--- src/rtl/pair_event_counter_if.sv ---
// rtl/pair_event_counter_if.sv - sample/clear inputs and status outputs of pair_event_counter
interface pair_event_counter_if #(
    parameter int CNT_W = 8
) ();
    logic             in_val;
    logic             det_in;
    logic             clear;
    logic [CNT_W-1:0] count;
    logic [CNT_W-1:0] streak;
    logic             alarm;

    modport master (
        output in_val,
        output det_in,
        output clear,
        input  count,
        input  streak,
        input  alarm
    );

    modport slave (
        input  in_val,
        input  det_in,
        input  clear,
        output count,
        output streak,
        output alarm
    );
endinterface

--- src/rtl/pair_event_counter.sv ---
// rtl/pair_event_counter.sv - counts detector rising edges, tracks run length, raises alarm
module pair_event_counter #(
    parameter int CNT_W     = 8,
    parameter int ALARM_LEN = 3
) (
    input  logic                  clk,
    input  logic                  reset,
    pair_event_counter_if.slave   bus
);

    typedef enum logic [1:0] {
        IDLE  = 2'b00,
        RUN   = 2'b01,
        ALARM = 2'b10
    } state_t;

    localparam logic [CNT_W-1:0] CNT_MAX     = {CNT_W{1'b1}};
    localparam logic [CNT_W-1:0] ALARM_LEN_C = CNT_W'(ALARM_LEN);
    localparam logic [CNT_W-1:0] ONE         = CNT_W'(1);

    state_t           state_q, state_d;
    logic [CNT_W-1:0] count_q, count_d;
    logic [CNT_W-1:0] streak_q, streak_d;

    function automatic logic [CNT_W-1:0] sat_inc(input logic [CNT_W-1:0] v);
        return (v == CNT_MAX) ? v : v + ONE;
    endfunction

    always_comb begin
        state_d  = state_q;
        count_d  = count_q;
        streak_d = streak_q;

        if (bus.clear) begin
            state_d  = IDLE;
            count_d  = '0;
            streak_d = '0;
        end else begin
            case (state_q)
                IDLE: begin
                    if (bus.in_val && bus.det_in) begin
                        // Only an entry from IDLE is a new detection event.
                        count_d  = sat_inc(count_q);
                        streak_d = ONE;
                        state_d  = (ALARM_LEN == 1) ? ALARM : RUN;
                    end else if (bus.in_val) begin
                        streak_d = '0;
                    end
                end
                RUN: begin
                    if (bus.in_val && bus.det_in) begin
                        streak_d = sat_inc(streak_q);
                        state_d  = (streak_d >= ALARM_LEN_C) ? ALARM : RUN;
                    end else if (bus.in_val) begin
                        streak_d = '0;
                        state_d  = IDLE;
                    end
                end
                ALARM: begin
                    if (bus.in_val && bus.det_in) begin
                        streak_d = sat_inc(streak_q);
                    end else if (bus.in_val) begin
                        streak_d = '0;
                        state_d  = IDLE;
                    end
                end
                default: begin
                    // Unused encoding: drop back to a clean idle on the next edge.
                    state_d  = IDLE;
                    streak_d = '0;
                end
            endcase
        end
    end

    always_ff @(posedge clk or negedge reset) begin
        if (!reset) begin
            state_q  <= IDLE;
            count_q  <= '0;
            streak_q <= '0;
        end else begin
            state_q  <= state_d;
            count_q  <= count_d;
            streak_q <= streak_d;
        end
    end

    assign bus.count  = count_q;
    assign bus.streak = streak_q;
    assign bus.alarm  = (state_q == ALARM);

endmodule

--- src/flat_wrapper.sv ---
// flat-port wrapper written by rule: the top's interface ports become plain ports
module pair_event_counter_flat 
#(
    parameter int CNT_W     = 8,
    parameter int ALARM_LEN = 3
)
  (clk, reset, bus_in_val, bus_det_in, bus_clear, bus_count, bus_streak, bus_alarm);
  pair_event_counter_if #(.CNT_W(CNT_W)) bus_i ();
  input  logic clk;
  input  logic reset;
  input wire logic [$bits(bus_i.in_val)-1:0] bus_in_val;
  input wire logic [$bits(bus_i.det_in)-1:0] bus_det_in;
  input wire logic [$bits(bus_i.clear)-1:0] bus_clear;
  output wire logic [$bits(bus_i.count)-1:0] bus_count;
  output wire logic [$bits(bus_i.streak)-1:0] bus_streak;
  output wire logic [$bits(bus_i.alarm)-1:0] bus_alarm;
  assign bus_i.in_val = bus_in_val;
  assign bus_i.det_in = bus_det_in;
  assign bus_i.clear = bus_clear;
  assign bus_count = bus_i.count;
  assign bus_streak = bus_i.streak;
  assign bus_alarm = bus_i.alarm;
  pair_event_counter #(.CNT_W(CNT_W), .ALARM_LEN(ALARM_LEN)) u_core (.clk(clk), .reset(reset), .bus(bus_i));
endmodule
--- config.mk ---
export PLATFORM = sky130hd
export DESIGN_NAME = pair_event_counter_flat
export DESIGN_NICKNAME = d
export VERILOG_FILES = /design/src/rtl/pair_event_counter_if.sv /design/src/rtl/pair_event_counter.sv /design/src/flat_wrapper.sv
export SDC_FILE = /design/constraint.sdc
export NUM_CORES = 1
export LEC_CHECK = 0
export ABC_CLOCK_PERIOD_IN_PS = 3400
export BUFFER_PORTS_ARGS = -buffer_cell sky130_fd_sc_hd__buf_2
export CAP_MARGIN = 30
export CORE_MARGIN = 5
export CORE_UTILIZATION = 59
export DETAILED_ROUTE_END_ITERATION = 10
export GPL_TIMING_DRIVEN = 0
export PLACE_DENSITY = 0.91
export SYNTH_ARGS = -nofsm -noshare
export SYNTH_HDL_FRONTEND = slang
export SYNTH_SLANG_ARGS = --single-unit
--- constraint.sdc ---
create_clock -name clk -period 3.4 [get_ports clk]
set_input_delay 0.51 -clock clk [delete_from_list [all_inputs] [get_ports clk]]
set_output_delay 0.51 -clock clk [all_outputs]
set_load 0.02 [all_outputs]
Yosys cells after proc, flatten, opt, wreduce, memory -nomap -nowiden:

Cells that the tools add are included.

* word-level logic and storage cells: 37
* bits in registers: 18
* output and inout port bits: 17
* input bits: 5

* magnitude comparators: 1
* multiplexer cells: 17
* add/subtract/negate cells: 2
* reductions and logical operators: 7
* equality and inequality tests: 7

Operator list (count)
* $mux 8: 9
* $add 8x1->8 const B: 2
* $eq 8x8->1 const B: 2
* $pmux 8 s2: 1
* $mux 2: 6
* $ge 8x2->1 const B: 1
* $pmux 2 s3: 1
* $reduce_bool 2->1: 2
* $ne 3x2->1 const B: 1
* $ne 3x3->1 const B: 1
* $reduce_and 3->1: 1
* $eq 2x1->1 const B: 1
* $eq 2x2->1 const B: 1
* $logic_not 2->1: 1
* $ne 2x2->1 const B: 1
* $reduce_and 2->1: 1
* $reduce_or 2->1: 1
* $logic_and 1x1->1: 1

Longest topological paths before layout:

Gate-level depths: netlist of the first run.

* depth in word-level cells: 7
* mapped depth: 7
* mapped depth without buffers: 7

Least setup slack after synthesis of the first run:

Ideal clock, no wire load.

* kind: register to register
* from: reg u_core.streak_q[0], in the netlist u_core.bus.streak[0]
* to: reg u_core.streak_q[0], in the netlist u_core.bus.streak[0]
* arrival time: 1667 ps
* setup slack: 1621 ps
* period minus slack after synthesis: 1779 ps
* library setup time: 111 ps
* cell stages (with the launch flop): 7
* cells stage by stage: dfrtp_1 ha_1 buf_2 nand3_1 nor2_1 o21ai_0 a2111oi_2

* cells in the longest elaborated chain, start to end: 5
* elaborated cells between the ends (all ways): 8
* classes of those cells: add/sub: 1; eq/ne: 1; mux: 6

RTL lines
* from (decl): RTL line pair_event_counter.sv:23 `logic [CNT_W-1:0] streak_q, streak_d;`
* from (signal assigned): RTL line pair_event_counter.sv:84 `streak_q <= streak_d;`
* $add 8x1->8 / $eq 8x8->1 (equally long branches): RTL line pair_event_counter.sv:26 `return (v == CNT_MAX) ? v : v + ONE;`
* $mux 8: RTL line pair_event_counter.sv:26
* $mux 8: RTL line pair_event_counter.sv:51 `if (bus.in_val && bus.det_in) begin`
* $pmux 8 s2 (*): RTL line pair_event_counter.sv:39 `case (state_q)`
* $mux 8 (*): RTL line pair_event_counter.sv:34 `if (bus.clear) begin`
* net u_core.streak_d[0]: RTL line pair_event_counter.sv:23

Mark *: on every way through the listed nets, which the timed path passes. The rest lies on a longest branch.
A chain may end at the register's enable or synchronous reset.

Worst setup path after layout of the first run:

Same ends and word-level chain as after synthesis.

==> summary.txt, run 1 <==
Yosys
  • Sequential share of the synthesized area: 37.0%
  • Flop and latch count out of synthesis: 18
  • Share of the synthesized area in the top cell type: 37.0%
  • Synth Area per Inst: 8.77 µm²
  • Synth cell count leaders: dfrtp_1, nor2_1, a21oi_1
  • Post-Syn Area: 1220 µm²
  • Syn nets: 150
  • Syn Inst Count: 139
  • Ys async rst share: 100%
  • Dominant synthesized flop cell: dfrtp_1
  • Cell with the most instances after synthesis: dfrtp_1
  • EDFF count, synth: 0
  • Total of warnings raised by yosys: 0
  • Yosys top cell by area: dfrtp_1
  • Yosys cell types: 40
  • Top area cells in the synthesized netlist: dfrtp_1, ha_1, a21oi_1

Global route
  • Antenna violations before repair: 0
  • Overall Global Routing Usage: 19.5%
  • Largest net degree at the start of global routing: 19
  • Grt ovf: 0
  • First-pass GRT wire length: 4830 µm
  • Number of global-route vias before repair: 1111

STA
  • Setup TNS: 0 ns
  • RSZ-0062 raised after global routing: false
  • Worst-margin pin slew: 0.419 ns
  • Period utilisation layout: 57.6%
  • Fin. Hold Viols: 0
  • WHS: 0.115 ns
  • Slew headroom: 72.1%
  • Maximum clock rate: 510 MHz
  • Final number of setup-violating endpoints: 0
  • Final min period: 1.96 ns
  • Slew Limit Fails: 0
  • Clk_skew: 0.00207 ns

Worst setup path
  • Crit path kind: flop to flop
  • Worst setup EP type: flop
  • CP max FO: 9
  • Critical Path RT: 3.61 ns
  • CP Launch Type: flop
  • Critical path arrival: 2.17 ns

Pwr
  • Sw Pwr: 118 µW
  • Peak VDD IR: 0.000252 V
  • Clock share of power: 32.8%
  • Pwr Density: 306 nW/µm²
  • Flop pwr share: 52.6%
  • P_int: 306 µW
  • Leak pwr: 0.684 nW
  • Logic pwr share: 14.6%
  • Sw frac: 27.8%

Place
  • Routability cong.: 0.882
  • Port Buffers: 20
  • Detailed placer's ending HPWL: 2190 µm

CTS
  • H-tree levels: 1
  • CTS tree: done
  • Worst-skew pair later-pin latency: 0.31 ns
  • Clock Sink Count: 18
  • Setup bufs post-CTS: 0
  • CTS buffer count: 3
  • Clk buf depth: 2
  • Hold buffer count at CTS: 0
  • Gates resized, CTS repair: 0
  • Clock slew at reported path FFs: 0.11 ns
  • CTS Root Cell: clkbuf_4

Finish
  • Synth-to-layout area growth: 14.0%
  • Diodes inserted: 0
  • Multi-input logic area: 721 µm²
  • FF/Latch Area: 450 µm²
  • Final net count: 175
  • Fraction of layout cells with a size suffix above 1: 22.1%
  • FILL cells: 179

Drt
  • Vias: 1173
  • Drt total wl: 2890 µm
  • Post-DRT Antenna Nets: 0
  • Drt wl/cell: 15.2 µm
  • DR pass1 iterations: 4
  • Drt via density: 6.17
  • Post-route DRC: 0
  • Initial drt markers: 38

Status
  • Status: complete, no violations

Hold path
  • Hold Crit Class: primary input to asynchronous set/reset pin

Die
  • Chip width: 55.5 µm
  • Core ar.: 1960 µm²
  • Die H: 55.5 µm
  • Die area: 3070 µm²
  • # IOs: 22
  • Floorplan row count: 16
  • Initial Util: 62.1%

Job
  • Max Cap Viol: 0
-- cell usage in the layout (no fill, tap or decap), drive strengths merged, types with 2 or more instances in the layout --
| cell | count |
|---|---|
| a211oi | 2 |
| xnor2 | 3 |
| xor2 | 5 |
| a31oi | 2 |
| a21oi | 13 |
| clkbuf | 7 |
| and4 | 2 |
| nor3 | 3 |
| nor2b | 2 |
| o21ai | 10 |
| or3 | 3 |
| ha | 6 |
| buf | 23 |
| nand4 | 4 |
| or2 | 3 |
| dfrtp | 18 |
| inv | 4 |
| nor2 | 16 |
| and3 | 5 |
| nand3 | 6 |
| nand2 | 10 |
-- sequential cells by signal (all words and copies together) (netlist names) --
| register | cells |
|---|---|
| u_core.bus.streak | 8 |
| u_core.state_q | 2 |
| u_core.bus.count | 8 |
-- worst max-delay path, stage by stage, from the launching register on --
cell	delay (ns)
dfrtp_1	0.46
ha_1	0.17
buf_2	0.19
nand3_1	0.18
nor2_1	0.33
o21ai_0	0.18
a2111oi_2	0.36
-- cells by family after synthesis --
logic type               count (synthesis)  share of synthesized area [%]
flip-flops                              18                           37.0
AO/OA/AOI/OAI                           40                           23.0
XOR/XNOR                                 8                           5.75
AND/OR/NAND/NOR                         56                           23.4
multiplexers                             1                          0.821
adder cells (fa/ha/maj)                  6                           6.16
buffers and inverters                   10                           3.90
-- per-layer routing --
| metal | vias to the layer above | track usage, % | share of wire (%) |
|---|---|---|---|
| met3 | 9 | 5.13 | 5.7 |
| met5 | - | 0 | 0 |
| met4 | 0 | 8.68 | 2.8 |
| met2 | 46 | 35.1 | 50 |
| met1 | 564 | 21.1 | 41 |
| li1 | 554 | - | - |
-- power groups by stage --
stage | clock [mW] | sequential, mW | combinational [mW]
after global routing | 0.150 | 0.224 | 0.0691
after CTS | 0.140 | 0.223 | 0.0620
after global placement | 0 | 0.227 | 0.0585
final | 0.139 | 0.223 | 0.0619
after detailed placement | 0 | 0.227 | 0.0617
after floorplan | 0 | 0.230 | 0.0390
-- cell type report --
| type | instances | share of cell area (%) |
|---|---|---|
| buffer | 6 | 2.34 |
| tap | 27 | 2.43 |
| sequential | 18 | 32.4 |
| clock buffer | 4 | 2.61 |
| multi-input combinational | 111 | 51.9 |
| inverter | 4 | 1.08 |
| timing repair buffer | 20 | 7.21 |
-- stage by stage --
step                instance area [µm²]  util [%]  std cells  power, mW  setup WS [ns]
floorplan                          1220         -        139      0.269           1.62
global placement                   1350      68.9        186      0.286           1.53
detailed placement                 1350      68.9        186      0.289           1.50
CTS                                1390      70.8        190      0.425           1.46
global route                       1390      70.8        190      0.443           1.31
finish                             1390      70.8        190      0.424           1.44
-- worst paths after layout --
check | from | end | slack (ns) | cells past startpoint
min in group clk | bus_in_val | u_core.bus.streak[0] | 0.50 | 2
setup reg to reg | u_core.bus.streak[0] | u_core.bus.streak[0] | 1.44 | 6
hold / removal | reset | u_core.bus.count[1] | 0.12 | 1
setup / recovery | u_core.bus.streak[0] | u_core.bus.streak[0] | 1.44 | 6
max in group asynchronous | reset | u_core.bus.count[7] | 2.99 | 1
hold reg to reg | u_core.bus.count[6] | u_core.bus.count[6] | 0.56 | 2
Note: power is estimated with default switching activity, not from simulation.
==> run 2: changes to the inputs <==
- ABC_CLOCK_PERIOD_IN_PS: 3400 -> 1880
- CORE_UTILIZATION: 59 -> 54
- PLACE_DENSITY: 0.91 -> 0.85
- clock period: 3.4 -> 1.88 ns (I/O delays scaled with it)
==> summary.txt, run 2 (synthesis gave the netlist of run 1 again) <==
Die
  • Die area: 3310 µm² (+7.5%)
  • # IOs: 22 (unchanged)
  • Floorplan row count: 17 (+1)
  • Core ar.: 2190 µm² (+12%)
  • Die H: 57.5 µm (+3.7%)
  • Chip width: 57.5 µm (+3.7%)
  • Initial Util: 55.6% (-6.5 points)

STA
  • RSZ-0062 raised after global routing: false
  • Worst-margin pin slew: 0.486 ns (+0.0672 ns)
  • WHS: 0.300 ns (+0.184 ns)
  • Slew Limit Fails: 0 (unchanged)
  • Maximum clock rate: 558 MHz (+9.4%)
  • Fin. Hold Viols: 0 (unchanged)
  • Slew headroom: 67.6% (-4.5 points)
  • Setup TNS: 0 ns (unchanged)
  • Final min period: 1.79 ns (-0.169 ns)
  • Final number of setup-violating endpoints: 0 (unchanged)
  • Period utilisation layout: 95.3% (+38 points)
  • Final worst slack: 0.0889 ns (-1.35 ns)
  • Clk_skew: 0.00795 ns (+0.00588 ns)

Place
  • Port Buffers: 20 (unchanged)
  • Routability cong.: 0.862 (-2.2%)
  • Detailed placer's ending HPWL: 2140 µm (-2.5%)
  • Placed instance area: 1350 µm² (about the same)
  • Dpl ws: -0.0125 ns (-1.52 ns)

Job
  • Max Cap Viol: 0 (unchanged)

CTS
  • Clk buf depth: 2 (unchanged)
  • CTS Root Cell: clkbuf_4
  • Clock Sink Count: 18 (unchanged)
  • Worst-skew pair later-pin latency: 0.30 ns (about the same)
  • CTS tree: done
  • H-tree levels: 1 (unchanged)
  • Clock slew at reported path FFs: 0.11 ns (about the same)
  • CTS buffer count: 3 (unchanged)

Finish
  • Most common cell after layout, fill and taps aside: buf_2
  • Commonest non-fill, non-tap cells in the layout: buf_2, dfrtp_1, nor2_1
  • Final net count: 179 (+2.3%)
  • Fraction of layout cells with a size suffix above 1: 28.1% (+6.1 points)
  • Diodes inserted: 0 (unchanged)
  • Final non-filler cell area: 1470 µm² (+6.0%)
  • Synth-to-layout area growth: 20.8%

Global route
  • Overall Global Routing Usage: 19.0% (-0.51 points)
  • First-pass GRT wire length: 4910 µm (+1.6%)
  • Number of global-route vias before repair: 1102 (-0.81%)
  • Antenna violations before repair: 0 (unchanged)
  • Grt ovf: 0 (unchanged)
  • Largest net degree at the start of global routing: 19 (unchanged)

Pwr
  • Peak VDD IR: 0.000577 V (+130%)
  • Leak pwr: 0.714 nW (+4.5%)
  • Pwr Density: 526 nW/µm² (+72%)
  • Total power: 774 µW (+82%)

Worst setup path
  • Worst setup EP type: flop
  • Critical Path RT: 2.13 ns (-1.48 ns)
  • Crit path kind: flop to flop
  • CP Launch Type: flop
  • CP cell instances: ha_1 > buf_2 > or2_2 > a21oi_1 > o221ai_1 > a21oi_2 > a21bo_1
  • CP max stage cell: dfrtp_2
  • CP max FO: 9 (unchanged)
  • CP peak stage delay: 0.44 ns (-0.02 ns)
  • Critical path arrival: 2.04 ns (-0.13 ns)

Drt
  • Drt via density: 6.03 (-2.3%)
  • Post-route DRC: 0 (unchanged)
  • Initial drt markers: 37 (-2.6%)
  • Drt total wl: 3030 µm (+4.9%)
  • DR pass1 iterations: 4 (unchanged)
  • Drt wl/cell: 15.5 µm (+2.2%)
  • Vias: 1176 (+0.26%)
  • Post-DRT Antenna Nets: 0 (unchanged)

Hold path
  • Hold Crit Class: primary input to flop

Status
  • Status: complete, no violations
run 2: power breakdown:
| group | internal (mW) | total, mW | switching (mW) |
|---|---|---|---|
| registers | 0.395 | 0.403 | 0.00824 |
| logic | 0.0511 | 0.131 | 0.0796 |
| clock network | 0.118 | 0.241 | 0.123 |
| total | 0.564 | 0.774 | 0.210 |
run 2: critical path, delay by kind of cell (launching register included):
family | cells | cell delay (ns)
adders and majority gates | 1 | 0.19
DFF | 1 | 0.44
buffers and inverters | 1 | 0.18
AOI/OAI and AO/OA | 4 | 0.65
and+or+nand+nor | 1 | 0.28
run 2: final cells by class:
class                   count  area, µm²
flip-flops and latches     18        452
repair buffers             25        140
well taps                  28       35.0
plain buffers               5       28.8
clock buffers               4       36.3
fillers                   186        718
multi-input cells         111        766
inverters                   4       15.0
run 2: what timing repair did:
action	in CTS	in global routing
setup buffers	0	4
endpoints found under the hold margin	18	0
gates cloned	0	0
endpoints found under the setup margin	2	10
pin swaps	0	1
hold buffers	1	0
resized for setup	3	7
run 2: final timing paths:
check                                          start              endpoint  slack, ns  depth (start not counted)
max in group asynchronous                      reset  u_core.bus.streak[0]       1.14                          2
worst min-delay path                      bus_in_val  u_core.bus.streak[0]       0.30                          2
worst max-delay path            u_core.bus.streak[0]     u_core.state_q[0]       0.09                          7
worst max register to register  u_core.bus.streak[0]     u_core.state_q[0]       0.09                          7
worst min register to register     u_core.state_q[1]     u_core.state_q[1]       0.56                          2
min in group asynchronous                      reset  u_core.bus.streak[1]       0.43                          2
run 2: metal layers:
metal,part of all wire (%),GRT usage [%],routed length (µm),vias up
met4,1.5,8.61,44,0
met5,0,0,0,-
li1,-,-,-,561
met2,50,33.1,1500,52
met1,41,21.9,1230,557
met3,8.3,4.30,252,6
run 2: metrics by stage:
step | cells | util [%]
6_report | 195 | 67.2
5_1_grt | 195 | 67.2
4_1_cts | 192 | 64.9
3_5_place_dp | 187 | 61.8
3_3_place_gp | 187 | 61.8
2_1_floorplan | 139 | -
